===== src/rtl/mux4_pkg.sv =====
// rtl/mux4_pkg.sv - select encodings shared by the mux4 datapath
package mux4_pkg;

  typedef logic [1:0] sel_t;

  localparam sel_t SEL_A = 2'd0;
  localparam sel_t SEL_B = 2'd1;
  localparam sel_t SEL_C = 2'd2;
  localparam sel_t SEL_D = 2'd3;

endpackage


===== src/rtl/mux4_comb.sv =====
// rtl/mux4_comb.sv - combinational WIDTH-bit 4:1 select
module mux4_comb
  import mux4_pkg::*;
#(
  parameter int WIDTH = 4
) (
  input  logic [WIDTH-1:0] a_i,
  input  logic [WIDTH-1:0] b_i,
  input  logic [WIDTH-1:0] c_i,
  input  logic [WIDTH-1:0] d_i,
  input  sel_t             sel_i,
  output logic [WIDTH-1:0] y_o
);

  // Unknown select codes fall back to a so nothing is held in a latch.
  always_comb begin
    y_o = a_i;
    case (sel_i)
      SEL_A:   y_o = a_i;
      SEL_B:   y_o = b_i;
      SEL_C:   y_o = c_i;
      SEL_D:   y_o = d_i;
      default: y_o = a_i;
    endcase
  end

endmodule


===== src/rtl/mux4_reg.sv =====
// rtl/mux4_reg.sv - registered 4:1 mux with a one-cycle valid flag
module mux4_reg
  import mux4_pkg::*;
#(
  parameter int WIDTH = 4
) (
  input  logic             clk,
  input  logic             rst,
  input  logic [WIDTH-1:0] a,
  input  logic [WIDTH-1:0] b,
  input  logic [WIDTH-1:0] c,
  input  logic [WIDTH-1:0] d,
  input  logic [1:0]       sel,
  input  logic             in_valid,
  output logic [WIDTH-1:0] out,
  output logic             out_valid
);

  logic [WIDTH-1:0] sel_data;
  logic [WIDTH-1:0] out_q, out_d;
  logic             valid_q, valid_d;

  mux4_comb #(.WIDTH(WIDTH)) u_comb (
    .a_i   (a),
    .b_i   (b),
    .c_i   (c),
    .d_i   (d),
    .sel_i (sel_t'(sel)),
    .y_o   (sel_data)
  );

  // Data holds when idle; the valid flag only marks the edge that loaded it.
  always_comb begin
    out_d   = out_q;
    valid_d = 1'b0;
    if (in_valid) begin
      out_d   = sel_data;
      valid_d = 1'b1;
    end
  end

  always_ff @(posedge clk) begin
    if (rst) begin
      out_q   <= '0;
      valid_q <= 1'b0;
    end else begin
      out_q   <= out_d;
      valid_q <= valid_d;
    end
  end

  assign out       = out_q;
  assign out_valid = valid_q;

endmodule


===== config.mk =====
export PLATFORM = sky130hd
export DESIGN_NAME = mux4_reg
export DESIGN_NICKNAME = d
export VERILOG_FILES = /design/src/rtl/mux4_pkg.sv /design/src/rtl/mux4_comb.sv /design/src/rtl/mux4_reg.sv
export SDC_FILE = /design/constraint.sdc
export NUM_CORES = 1
export LEC_CHECK = 0
export ABC_AREA = 1
export BUFFER_PORTS_ARGS = -buffer_cell sky130_fd_sc_hd__clkbuf_2
export CORE_AREA = 2 2 39 41
export CTS_BUF_LIST = sky130_fd_sc_hd__clkbuf_4 sky130_fd_sc_hd__clkbuf_8
export CTS_CLUSTER_DIAMETER = 200
export DETAILED_ROUTE_END_ITERATION = 8
export DIE_AREA = 0 0 41 43
export PLACE_DENSITY = 0.65
export SLEW_MARGIN = 10
export SYNTH_ARGS = -nofsm -noshare
export SYNTH_HDL_FRONTEND = slang
export SYNTH_SLANG_ARGS = --single-unit
export TNS_END_PERCENT = 100

===== constraint.sdc =====
create_clock -name clk -period 1.7 [get_ports clk]
set_input_delay 0.255 -clock clk [delete_from_list [all_inputs] [get_ports clk]]
set_output_delay 0.255 -clock clk [all_outputs]
set_load 0.01 [all_outputs]

==> load_flow_metrics.sql, run 1 <==
INSERT INTO impl_metrics (metric_group, metric, value, unit) VALUES
('placement', 'pre_cts_slack', '0.676', 'ns'),
('worst_setup_path', 'r2r_path_end', 'out[1]', ''),
('finish', 'post_route_cells_drive_above_1_share', '38.7', '%'),
('die', 'core_area', '0.00138', 'sq mm'),
('finish', 'multiInputGateArea', '168', 'sq um'),
('synthesis', 'synth-async-reset-ratio', '0', '%'),
('sta', 'clock.fmax', '1040', 'MHz'),
('sta', 'grt_setup_unrepaired', 'no', ''),
('placement', 'dpl-instance-area', '439', 'sq um'),
('status', 'status', 'complete, no violations', ''),
('synthesis', 'ys.flop_type', 'sky130_fd_sc_hd__dfxtp_1', ''),
('cts', 'cts_hold_buf', '0', ''),
('worst_setup_path', 'crit_chain', 'clkbuf_2', ''),
('sta', 'drv_slew', '0', ''),
('synthesis', 'synth_seq_area_share', '31.6', '%'),
('sta', 'post-route-period-util', '56.8', '%'),
('worst_setup_path', 'critPathLaunchType', 'flop', ''),
('finish', 'final-seq-area', '100', 'sq um'),
('synthesis', 'synthesis.area', '317', 'sq um'),
('cts', 'cts.path.max_buffers', '2', ''),
('finish', 'finish.net_count', '97', ''),
('drt', 'avgRoutedWirePerCell', '9.03', 'um'),
('finish', 'utilization_after_layout', '33.9', '%'),
('finish', 'syn2layout_area_growth', '48.2', '%'),
('cts', 'worst_setup_hold_path_clk_slew', '0.04', 'ns'),
('drt', 'drt_wl_total', '822', 'um'),
('die', 'die_area', '0.00176', 'sq mm'),
('synthesis', 'synth.top_cells.by_count', '12 x sky130_fd_sc_hd__nand3_1, 8 x sky130_fd_sc_hd__a21oi_1, 8 x sky130_fd_sc_hd__nand2_1', ''),
('die', 'chipWidth', '41', 'um'),
('placement', 'port-buffer-count', '25', ''),
('synthesis', 'synth_top_cells_by_area', 'sky130_fd_sc_hd__dfxtp_1 32%, sky130_fd_sc_hd__nand3_1 19%, sky130_fd_sc_hd__a21oi_1 13%, sky130_fd_sc_hd__nand2_1 9.5%, sky130_fd_sc_hd__o21bai_1 9.5%', ''),
('synthesis', 'synthesis.yosys.warnings', '0', ''),
('die', 'floorplan.initialDensity', '22.9', '%'),
('placement', 'dp_hpwl', '673', 'um'),
('cts', 'post_cts.resized_instances', '0', ''),
('worst_setup_path', 'worst-setup-path-type', 'reg -> out', ''),
('sta', 'tightestPinTransition', '0.247', 'ns'),
('drt', 'drt_first_iter_violations', '6', ''),
('worst_setup_path', 'worst-r2r-cell-count', '2', ''),
('global_route', 'antenna_found_initial', '0', ''),
('global_route', 'via_count_of_the_first_global_routing_pass', '343', ''),
('worst_setup_path', 'critPathRequiredTime', '1.44', 'ns'),
('sta', 'fin_crit', '0.966', 'ns'),
('sta', 'max-slew-margin-rel', '83.4', '%'),
('cts', 'clock_sink_count', '5', ''),
('finish', 'final_cell_area', '469', 'sq um'),
('min_path', 'timing.hold.worst.class', 'in -> reg', ''),
('finish', 'final_cell_count_no_fill', '91', ''),
('cts', 'htree_levels', '1', ''),
('worst_setup_path', 'worst_path_dominant_cell_family', 'flip-flops', ''),
('synthesis', 'synth.ff_latch_count', '5', ''),
('synthesis', 'synth_top_area_share', '31.6', '%'),
('worst_setup_path', 'cp-endpoint', 'out[1]', ''),
('worst_setup_path', 'endpoint_kind', 'primary output', ''),
('drt', 'vias_per_cell', '4.31', ''),
('run', 'max_cap_viol_count', '0', ''),
('worst_setup_path', 'cp.buffers_inverters', '1', ''),
('finish', 'insertedDiodeCount', '0', ''),
('placement', 'routabilityCongestion', '0.745', ''),
('global_route', 'groute.usage.overall', '11.1', '%'),
('drt', 'total_via_count_in_the_routed_design', '392', ''),
('synthesis', 'synthesis.area_per_instance', '6.59', 'sq um'),
('global_route', 'grt_first_pass_wirelength', '1300', 'um'),
('synthesis', 'synthesis.instances', '48', ''),
('pwr', 'power_density', '758', 'mW/mm^2'),
('sta', 'report.final.hold_viol_count', '0', ''),
('sta', 'final-setup-viol-count', '0', ''),
('finish', 'fillerInstances', '163', ''),
('worst_setup_path', 'critical_path_depth', '1', ''),
('worst_setup_path', 'worst_path_largest_cell_delay', '0.33', 'ns'),
('worst_setup_path', 'reg2reg_slack', '1.10', 'ns');
-- how the worst min path moves through the flow --
stage	startpoint	to	slack [ns]
6_report	rst	out[3]	0.24
2_1_floorplan	rst	out[0]	0.32
3_3_place_gp	out[2]	out[2]	0.46
3_5_place_dp	out[3]	out[3]	0.46
4_1_cts	rst	out[3]	0.24
5_1_grt	rst	out[3]	0.24
-- placed cells by master (no fill, tap or decap) --
master	count
sky130_fd_sc_hd__clkbuf_2	25
sky130_fd_sc_hd__a21oi_1	8
sky130_fd_sc_hd__dfxtp_1	5
sky130_fd_sc_hd__nand3_1	12
sky130_fd_sc_hd__nor2_1	2
sky130_fd_sc_hd__clkbuf_4	4
sky130_fd_sc_hd__nand2_1	8
sky130_fd_sc_hd__inv_1	6
sky130_fd_sc_hd__clkinv_1	1
sky130_fd_sc_hd__o21bai_1	4
-- worst reg2reg max path, stage by stage (launching register included) --
cell	delay [ns]
sky130_fd_sc_hd__dfxtp_1	0.33
sky130_fd_sc_hd__nand2_1	0.06
sky130_fd_sc_hd__a21oi_1	0.15
-- cells by family (layout without fill, tap and decap cells) --
group | count (synthesis) | in the layout | share of synthesized area [%]
AOI/OAI and AO/OA | 12 | 12 | 22.1
buffers and inverters | 9 | 36 | 15.4
DFF | 5 | 5 | 31.6
and+or+nand+nor | 22 | 22 | 30.8
-- metrics by stage --
step                hold WS (ns)  power, mW
floorplan                  0.324      0.173
global placement           0.457      0.204
detailed placement         0.462      0.205
CTS                        0.238      0.364
global route               0.238      0.389
finish                     0.237      0.355
-- state kept, by name, summed over array words and instances, names as in the netlist --
register / flops
out: 4
out_valid: 1
-- power breakdown --
group          internal (mW)  switching, mW  leakage, nW  total, mW
sequential             0.125        0.00329       0.0413      0.129
combinational         0.0360         0.0376        0.201     0.0736
clock                  0.105         0.0486       0.0184      0.153
total                  0.266         0.0895        0.260      0.355
-- cell type report --
cell class / instances / share of cell area (%)
Timing Repair Buffer: 25 / 26.7
Multi-Input combinational cell: 34 / 35.7
Inverter: 7 / 5.60
Clock buffer: 4 / 6.40
Sequential cell: 5 / 21.3
Tap cell: 16 / 4.27
-- per-layer routing --
layer  wire, um  vias to the layer above  GRT usage [%]  part of all wire [%]
li1           -                      214              -                     -
met1        346                      162           14.1                    42
met2        381                       16           14.4                    46
met3         93                        0           7.85                    11
met4          0                        0           4.00                     0
met5          0                        -              0                     0
(Power assumes the default switching activity.)
==> run 2: changes to the inputs <==
--- a/config.mk
+++ b/config.mk
@@ -12,7 +12,7 @@
 export CTS_CLUSTER_DIAMETER = 200
 export DETAILED_ROUTE_END_ITERATION = 8
 export DIE_AREA = 0 0 41 43
-export PLACE_DENSITY = 0.65
+export PLACE_DENSITY = 0.67
 export SLEW_MARGIN = 10
 export SYNTH_ARGS = -nofsm -noshare
 export SYNTH_HDL_FRONTEND = slang
==> constraint.sdc (replaced) <==
create_clock -name clk -period 0.8 [get_ports clk]
set_input_delay 0.12 -clock clk [delete_from_list [all_inputs] [get_ports clk]]
set_output_delay 0.12 -clock clk [all_outputs]
set_load 0.01 [all_outputs]
==> load_flow_metrics.sql, run 2 (synthesized netlist as in run 1, its figures left out) <==
INSERT INTO impl_metrics (metric_group, metric, value, unit) VALUES
('status', 'status', 'finished, violations left', ''),
('status', 'violations_in_the_final_reports', 'setup timing', ''),
('global_route', 'antenna_found_initial', '0', ''),
('die', 'chipWidth', '41', 'um'),
('min_path', 'min-delay-start', 'rst', ''),
('die', 'die_area', '0.00176', 'sq mm'),
('worst_setup_path', 'worst_path_largest_cell_delay', '0.32', 'ns'),
('finish', 'multiInputGateArea', '168', 'sq um'),
('finish', 'largest_register_ffs', '4', ''),
('worst_setup_path', 'crit-reg2reg-launch', 'out[0]', ''),
('placement', 'port-buffer-count', '25', ''),
('global_route', 'gr-total-overflow', '0', ''),
('sta', 'fin_crit', '0.805', 'ns'),
('finish', 'mostFrequentLayoutCells', '20 x sky130_fd_sc_hd__clkbuf_2, 12 x sky130_fd_sc_hd__nand3_1, 8 x sky130_fd_sc_hd__a21oi_1, 8 x sky130_fd_sc_hd__nand2_1, 6 x sky130_fd_sc_hd__inv_1', ''),
('cts', 'cts-root-buf', 'sky130_fd_sc_hd__clkbuf_4', ''),
('die', 'core_area', '0.00138', 'sq mm'),
('worst_setup_path', 'cp_data_arrival_time', '0.68', 'ns'),
('sta', 'grt_setup_unrepaired', 'yes', ''),
('drt', 'vias_per_cell', '4.44', ''),
('worst_setup_path', 'critPathLaunchType', 'flop', ''),
('worst_setup_path', 'critPathRequiredTime', '0.68', 'ns'),
('drt', 'ant_nets', '0', ''),
('min_path', 'timing.hold.worst.class', 'in -> reg', ''),
('finish', 'syn2layout_area_growth', '67.2', '%'),
('finish', 'fillerInstances', '157', ''),
('drt', 'firstDrtPassIters', '3', ''),
('global_route', 'grt_first_pass_wirelength', '1350', 'um'),
('sta', 'final-setup-viol-count', '2', ''),
('global_route', 'via_count_of_the_first_global_routing_pass', '367', ''),
('sta', 'postLayoutSetupSlackWorst', '-0.00469', 'ns'),
('worst_setup_path', 'worst_path_dominant_cell_family', 'flip-flops', ''),
('die', 'num_rows', '14', ''),
('sta', 'drv_slew', '0', ''),
('die', 'die_h', '43', 'um'),
('die', 'floorplan.initialDensity', '22.9', '%'),
('placement', 'pre_cts_slack', '-0.0863', 'ns'),
('placement', 'dp_hpwl', '750', 'um'),
('sta', 'post-route-period-util', '101', '%'),
('worst_setup_path', 'critPathSlowestCell', 'sky130_fd_sc_hd__dfxtp_2', ''),
('sta', 'timing.clock.skew', '0', 'ns'),
('die', 'io_pins', '26', ''),
('sta', 'max-slew-margin-rel', '84.1', '%'),
('run', 'max_cap_viol_count', '0', ''),
('min_path', 'min_path_cells', '2', ''),
('worst_setup_path', 'worst-r2r-cell-count', '3', ''),
('worst_setup_path', 'r2r_path_end', 'out[0]', ''),
('finish', 'layout_commonest_cell', 'sky130_fd_sc_hd__clkbuf_2', ''),
('worst_setup_path', 'worstPathMaxFanout', '2', ''),
('placement', 'routabilityCongestion', '0.748', ''),
('pwr', 'totalPowerFinal', '815', 'uW'),
('cts', 'cts.path.max_buffers', '2', ''),
('cts', 'worst_setup_hold_path_clk_slew', '0.05', 'ns'),
('drt', 'post-route-drc-count', '0', ''),
('sta', 'clock.fmax', '1240', 'MHz'),
('cts', 'cts_hold_buf', '0', ''),
('sta', 'report.final.hold_viol_count', '0', ''),
('global_route', 'maximum_number_of_pins_on_one_net_before_global_route_repair', '11', ''),
('pwr', 'vdd_ir_drop_max', '0.491', 'mV'),
('drt', 'avgRoutedWirePerCell', '10.1', 'um'),
('pwr', 'leakagePower', '0.285', 'nW'),
('worst_setup_path', 'reg2reg_slack', '0.12', 'ns'),
('min_path', 'worst_hold_path.endpoint', 'out[0]', ''),
('worst_setup_path', 'worst-setup-path-type', 'reg -> out', ''),
('cts', 'cts_made_buffers', '3', ''),
('finish', 'utilization_after_layout', '38.2', '%'),
('drt', 'drt_first_iter_violations', '2', ''),
('global_route', 'groute.usage.overall', '11.2', '%'),
('cts', 'htree_levels', '1', ''),
('cts', 'clock_latency', '0.25', 'ns'),
('finish', 'final-seq-area', '106', 'sq um'),
('worst_setup_path', 'cp.buffers_inverters', '1', ''),
('cts', 'tritoncts_clock_tree', 'built', ''),
('sta', 'tightestPinTransition', '0.238', 'ns'),
('drt', 'total_via_count_in_the_routed_design', '417', ''),
('worst_setup_path', 'critical_path_depth', '1', ''),
('pwr', 'power_density', '1540', 'mW/mm^2'),
('worst_setup_path', 'crit_chain', 'buf_6', ''),
('cts', 'clock_sink_count', '5', ''),
('worst_setup_path', 'endpoint_kind', 'primary output', ''),
('finish', 'insertedDiodeCount', '0', ''),
('finish', 'finish.net_count', '100', ''),
('drt', 'drt_wl_total', '947', 'um'),
('finish', 'post_route_cells_drive_above_1_share', '47.4', '%');
run 2: changes by cell type in the layout (fill, tap and decap cells not counted), sizes merged:
cell	delta
buf	+8
clkbuf	-5
run 2: timing repair:
action,4_1_cts,5_1_grt
endpoints found under the setup margin,4,5
gates resized for setup,4,11
setup buffers,1,0
run 2: cell type report:
cell class | count | share of cell area, %
well taps | 16 | 3.78
multi-input cells | 34 | 31.7
inverters | 7 | 4.96
clock buffers | 4 | 5.67
repair buffers | 28 | 33.8
flip-flops and latches | 5 | 20.1
run 2: routing by layer:
| layer | global-route usage, % | up-vias | wire [um] |
|---|---|---|---|
| met5 | 0 | - | 0 |
| met4 | 4.00 | 0 | 14 |
| met3 | 3.14 | 3 | 62 |
| met2 | 18.1 | 15 | 484 |
| met1 | 13.2 | 179 | 385 |
| li1 | - | 220 | - |
run 2: stage by stage:
step	setup TNS (ns)	area [sq um]	instances	hold slack, ns
2_1_floorplan	0	317	48	0.189
3_3_place_gp	-0.297	454	89	0.357
3_5_place_dp	-0.287	454	89	0.361
4_1_cts	-0.0401	497	94	0.0968
5_1_grt	-0.0916	529	94	0.0924
6_report	-0.00655	529	94	0.0907
run 2: where the power goes:
part / internal (mW) / switching [mW] / leakage, nW
sequential: 0.269 / 0.0106 / 0.0430
combinational: 0.104 / 0.0863 / 0.224
clock: 0.224 / 0.121 / 0.0184
total: 0.597 / 0.218 / 0.285
run 2: worst max-delay path by stage:
stage | from | endpoint | slack (ns)
global placement | sel[0] | out[1] | -0.08
global route | out[0] | out[0] | -0.03
CTS | out[3] | out[3] | -0.01
detailed placement | sel[0] | out[2] | -0.09
floorplan | sel[0] | out[0] | 0.08
finish | out[0] | out[0] | -0.005
==> run 3: changes to the inputs <==
--- a/config.mk
+++ b/config.mk
@@ -5,14 +5,13 @@
 export SDC_FILE = /design/constraint.sdc
 export NUM_CORES = 1
 export LEC_CHECK = 0
-export ABC_AREA = 1
 export BUFFER_PORTS_ARGS = -buffer_cell sky130_fd_sc_hd__clkbuf_2
 export CORE_AREA = 2 2 39 41
 export CTS_BUF_LIST = sky130_fd_sc_hd__clkbuf_4 sky130_fd_sc_hd__clkbuf_8
 export CTS_CLUSTER_DIAMETER = 200
 export DETAILED_ROUTE_END_ITERATION = 8
 export DIE_AREA = 0 0 41 43
-export PLACE_DENSITY = 0.67
+export PLACE_DENSITY = 0.64
 export SLEW_MARGIN = 10
 export SYNTH_ARGS = -nofsm -noshare
 export SYNTH_HDL_FRONTEND = slang
==> load_flow_metrics.sql, run 3 <==
INSERT INTO impl_metrics (metric_group, metric, value, unit) VALUES
('status', 'status', 'finished, violations left', ''),
('status', 'violations_in_the_final_reports', 'setup timing', ''),
('synthesis', 'synthesis.instances', '25', ''),
('synthesis', 'synth.distinct_cells', '9', ''),
('worst_setup_path', 'worstPathMaxFanout', '2', ''),
('worst_setup_path', 'crit-reg2reg-launch', 'out[3]', ''),
('finish', 'largest_register_ffs', '4', ''),
('finish', 'utilization_after_layout', '40.8', '%'),
('worst_setup_path', 'critPathMostFrequentCell', 'sky130_fd_sc_hd__buf_6', ''),
('die', 'io_pins', '26', ''),
('worst_setup_path', 'critPathRequiredTime', '0.68', 'ns'),
('finish', 'final_cell_area', '564', 'sq um'),
('drt', 'vias_per_cell', '4.52', ''),
('finish', 'insertedDiodeCount', '0', ''),
('synthesis', 'synth_enable_flop_cells', '0', ''),
('cts', 'cts_post_setup_buffers_inserted', '0', ''),
('sta', 'grt_setup_unrepaired', 'yes', ''),
('sta', 'final-setup-viol-count', '7', ''),
('synthesis', 'synthesis.area', '287', 'sq um'),
('cts', 'cts.path.max_buffers', '2', ''),
('cts', 'htree_levels', '1', ''),
('placement', 'dp_hpwl', '641', 'um'),
('synthesis', 'yosysTopAreaCell', 'sky130_fd_sc_hd__dfxtp_1', ''),
('finish', 'finish.net_count', '79', ''),
('synthesis', 'synth.area.mux_share', '27.9', '%'),
('drt', 'ant_nets', '0', ''),
('global_route', 'gr-total-overflow', '0', ''),
('synthesis', 'synth-adder-area-share', '0', '%'),
('synthesis', 'synthesis.area_per_instance', '11.5', 'sq um'),
('cts', 'cts_made_buffers', '3', ''),
('worst_setup_path', 'critPathSlowestCell', 'sky130_fd_sc_hd__dfxtp_2', ''),
('finish', 'syn2layout_area_growth', '96.9', '%'),
('worst_setup_path', 'endpoint_kind', 'primary output', ''),
('sta', 'fin_crit', '0.898', 'ns'),
('synthesis', 'synth.ff_latch_count', '5', ''),
('min_path', 'min-delay-start', 'rst', ''),
('synthesis', 'synth_top_cells_by_area', 'sky130_fd_sc_hd__dfxtp_1 35%, sky130_fd_sc_hd__mux2i_1 28%, sky130_fd_sc_hd__or3b_2 12%, sky130_fd_sc_hd__o221ai_1 9.2%, sky130_fd_sc_hd__o221ai_2 5.2%', ''),
('die', 'floorplan.initialDensity', '20.7', '%'),
('drt', 'post-route-drc-count', '0', ''),
('drt', 'firstDrtPassIters', '4', ''),
('worst_setup_path', 'crit_path_start', 'out[3]', ''),
('drt', 'drt_wl_total', '788', 'um'),
('worst_setup_path', 'critPathLaunchType', 'flop', ''),
('synthesis', 'ys.flop_type', 'sky130_fd_sc_hd__dfxtp_1', ''),
('worst_setup_path', 'worst_path_largest_cell_delay', '0.32', 'ns'),
('placement', 'routabilityCongestion', '0.655', ''),
('placement', 'dpl-instance-area', '472', 'sq um'),
('die', 'die_h', '43', 'um'),
('drt', 'total_via_count_in_the_routed_design', '330', ''),
('pwr', 'vdd_ir_drop_max', '0.546', 'mV'),
('worst_setup_path', 'crit_chain', 'buf_6 -> buf_6', ''),
('global_route', 'maximum_number_of_pins_on_one_net_before_global_route_repair', '9', ''),
('synthesis', 'synth-xor-area-share', '0', '%'),
('synthesis', 'post-synth-top-count-cell', 'sky130_fd_sc_hd__mux2i_1', ''),
('min_path', 'timing.hold.worst.class', 'in -> reg', ''),
('synthesis', 'combinational_family_with_the_most_area_after_synthesis', 'multiplexers', ''),
('synthesis', 'total_nets_after_synthesis', '46', ''),
('drt', 'avgRoutedWirePerCell', '10.8', 'um'),
('finish', 'multiInputGateArea', '210', 'sq um'),
('run', 'max_cap_viol_count', '0', ''),
('synthesis', 'synth.top_cells.by_count', '8 x sky130_fd_sc_hd__mux2i_1, 5 x sky130_fd_sc_hd__dfxtp_1, 4 x sky130_fd_sc_hd__or3b_2', ''),
('global_route', 'via_count_of_the_first_global_routing_pass', '354', ''),
('synthesis', 'synthSimpleGateAreaFrac', '21.0', '%'),
('finish', 'post_route_cells_drive_above_1_share', '82.5', '%'),
('sta', 'drv_slew', '0', ''),
('worst_setup_path', 'worst_path_dominant_cell_family', 'flip-flops', ''),
('pwr', 'leakagePower', '0.279', 'nW'),
('pwr', 'power_density', '1480', 'mW/mm^2'),
('pwr', 'totalPowerFinal', '837', 'uW'),
('synthesis', 'synth-compound-area-share', '14.4', '%'),
('global_route', 'groute.usage.overall', '10.5', '%'),
('sta', 'report.final.hold_viol_count', '0', ''),
('die', 'num_rows', '14', ''),
('sta', 'post-route-period-util', '112', '%'),
('cts', 'worst_setup_hold_path_clk_slew', '0.05', 'ns'),
('finish', 'layout_commonest_cell', 'sky130_fd_sc_hd__clkbuf_2', ''),
('global_route', 'grt_first_pass_wirelength', '1240', 'um'),
('placement', 'pre_cts_slack', '-0.164', 'ns'),
('cts', 'clock_latency', '0.24', 'ns'),
('die', 'core_area', '0.00138', 'sq mm'),
('die', 'chipWidth', '41', 'um'),
('sta', 'postLayoutSetupSlackWorst', '-0.0976', 'ns'),
('sta', 'max-slew-margin-rel', '81.9', '%'),
('finish', 'final_cell_count_no_fill', '73', ''),
('placement', 'placed_cells_incl_taps', '69', ''),
('sta', 'clock.fmax', '1110', 'MHz'),
('worst_setup_path', 'cp_data_arrival_time', '0.78', 'ns'),
('worst_setup_path', 'worst-setup-path-type', 'reg -> out', ''),
('synthesis', 'synth-async-reset-ratio', '0', '%'),
('synthesis', 'synth_top_area_share', '34.9', '%'),
('cts', 'tritoncts_clock_tree', 'built', ''),
('drt', 'drt_first_iter_violations', '1', ''),
('placement', 'port-buffer-count', '25', ''),
('synthesis', 'synth_seq_area_share', '34.9', '%'),
('cts', 'clock_sink_count', '5', ''),
('global_route', 'antenna_found_initial', '0', ''),
('sta', 'tightestPinTransition', '0.271', 'ns'),
('worst_setup_path', 'cp.buffers_inverters', '2', ''),
('finish', 'final-seq-area', '106', 'sq um'),
('finish', 'fillerInstances', '149', ''),
('finish', 'mostFrequentLayoutCells', '20 x sky130_fd_sc_hd__clkbuf_2, 8 x sky130_fd_sc_hd__mux2i_1, 8 x sky130_fd_sc_hd__buf_6', ''),
('cts', 'cts-root-buf', 'sky130_fd_sc_hd__clkbuf_4', ''),
('die', 'die_area', '0.00176', 'sq mm'),
('synthesis', 'synthesis.yosys.warnings', '0', ''),
('sta', 'timing.clock.skew', '0', 'ns');
[run 3: cell types whose count changed in the layout (fill, tap and decap cells not counted), moves of 5 or more]
cell	before	now
sky130_fd_sc_hd__a21oi_1	8	0
sky130_fd_sc_hd__nand2_1	8	0
sky130_fd_sc_hd__nand3_1	12	0
sky130_fd_sc_hd__or3b_4	0	5
sky130_fd_sc_hd__inv_1	6	0
sky130_fd_sc_hd__mux2i_1	0	8
[run 3: area by class of cell]
| class | instances | area share, % |
|---|---|---|
| tap | 16 | 3.55 |
| timing repair buffer | 29 | 35.0 |
| sequential | 5 | 18.8 |
| multi-input combinational | 19 | 37.3 |
| clock buffer | 4 | 5.32 |
[run 3: final timing paths]
kind	depth (start not counted)	slack [ns]	end
setup reg to reg	2	-0.05	out[3]
setup / recovery	2	-0.1	out[3]
hold reg to reg	2	0.65	out[1]
hold / removal	2	0.13	out_valid
[run 3: worst reg2reg max path, stage by stage (launching register included)]
cell and delay (ns):
sky130_fd_sc_hd__dfxtp_2 0.34, sky130_fd_sc_hd__or3b_4 0.38, sky130_fd_sc_hd__o221ai_2 0.06
[run 3: per-stage QoR]
stage | setup TNS [ns] | hold slack [ns]
finish | -0.455 | 0.133
global route | -0.620 | 0.150
CTS | -0.480 | 0.134
detailed placement | -0.573 | 0.385
global placement | -0.427 | 0.391
floorplan | -0.141 | 0.192
[run 3: power by group]
group	switching [mW]	total (mW)	internal, mW
Clock	0.115	0.338	0.223
Sequential	0.0115	0.284	0.272
Combinational	0.0776	0.216	0.138
Total	0.204	0.837	0.633
[run 3: cell families (layout without fill, tap and decap cells)]
kind of cell	after synthesis	count (layout)
compound gates	4	4
buf+inv	1	33
flops	5	5
mux	8	8
simple gates	7	7
[run 3: what timing repair did]
action | CTS | global route
setup endpoints to repair | 8 | 9
resized for setup | 9 | 5
hold buffers | 0 | 0
[run 3: layer usage]
metal	wire length, um	part of all wire [%]	GRT usage [%]
met1	311	39	9.94
met2	390	49	17.5
met5	0	0	0
met4	12	1.5	4.00
met3	74	9.4	6.28
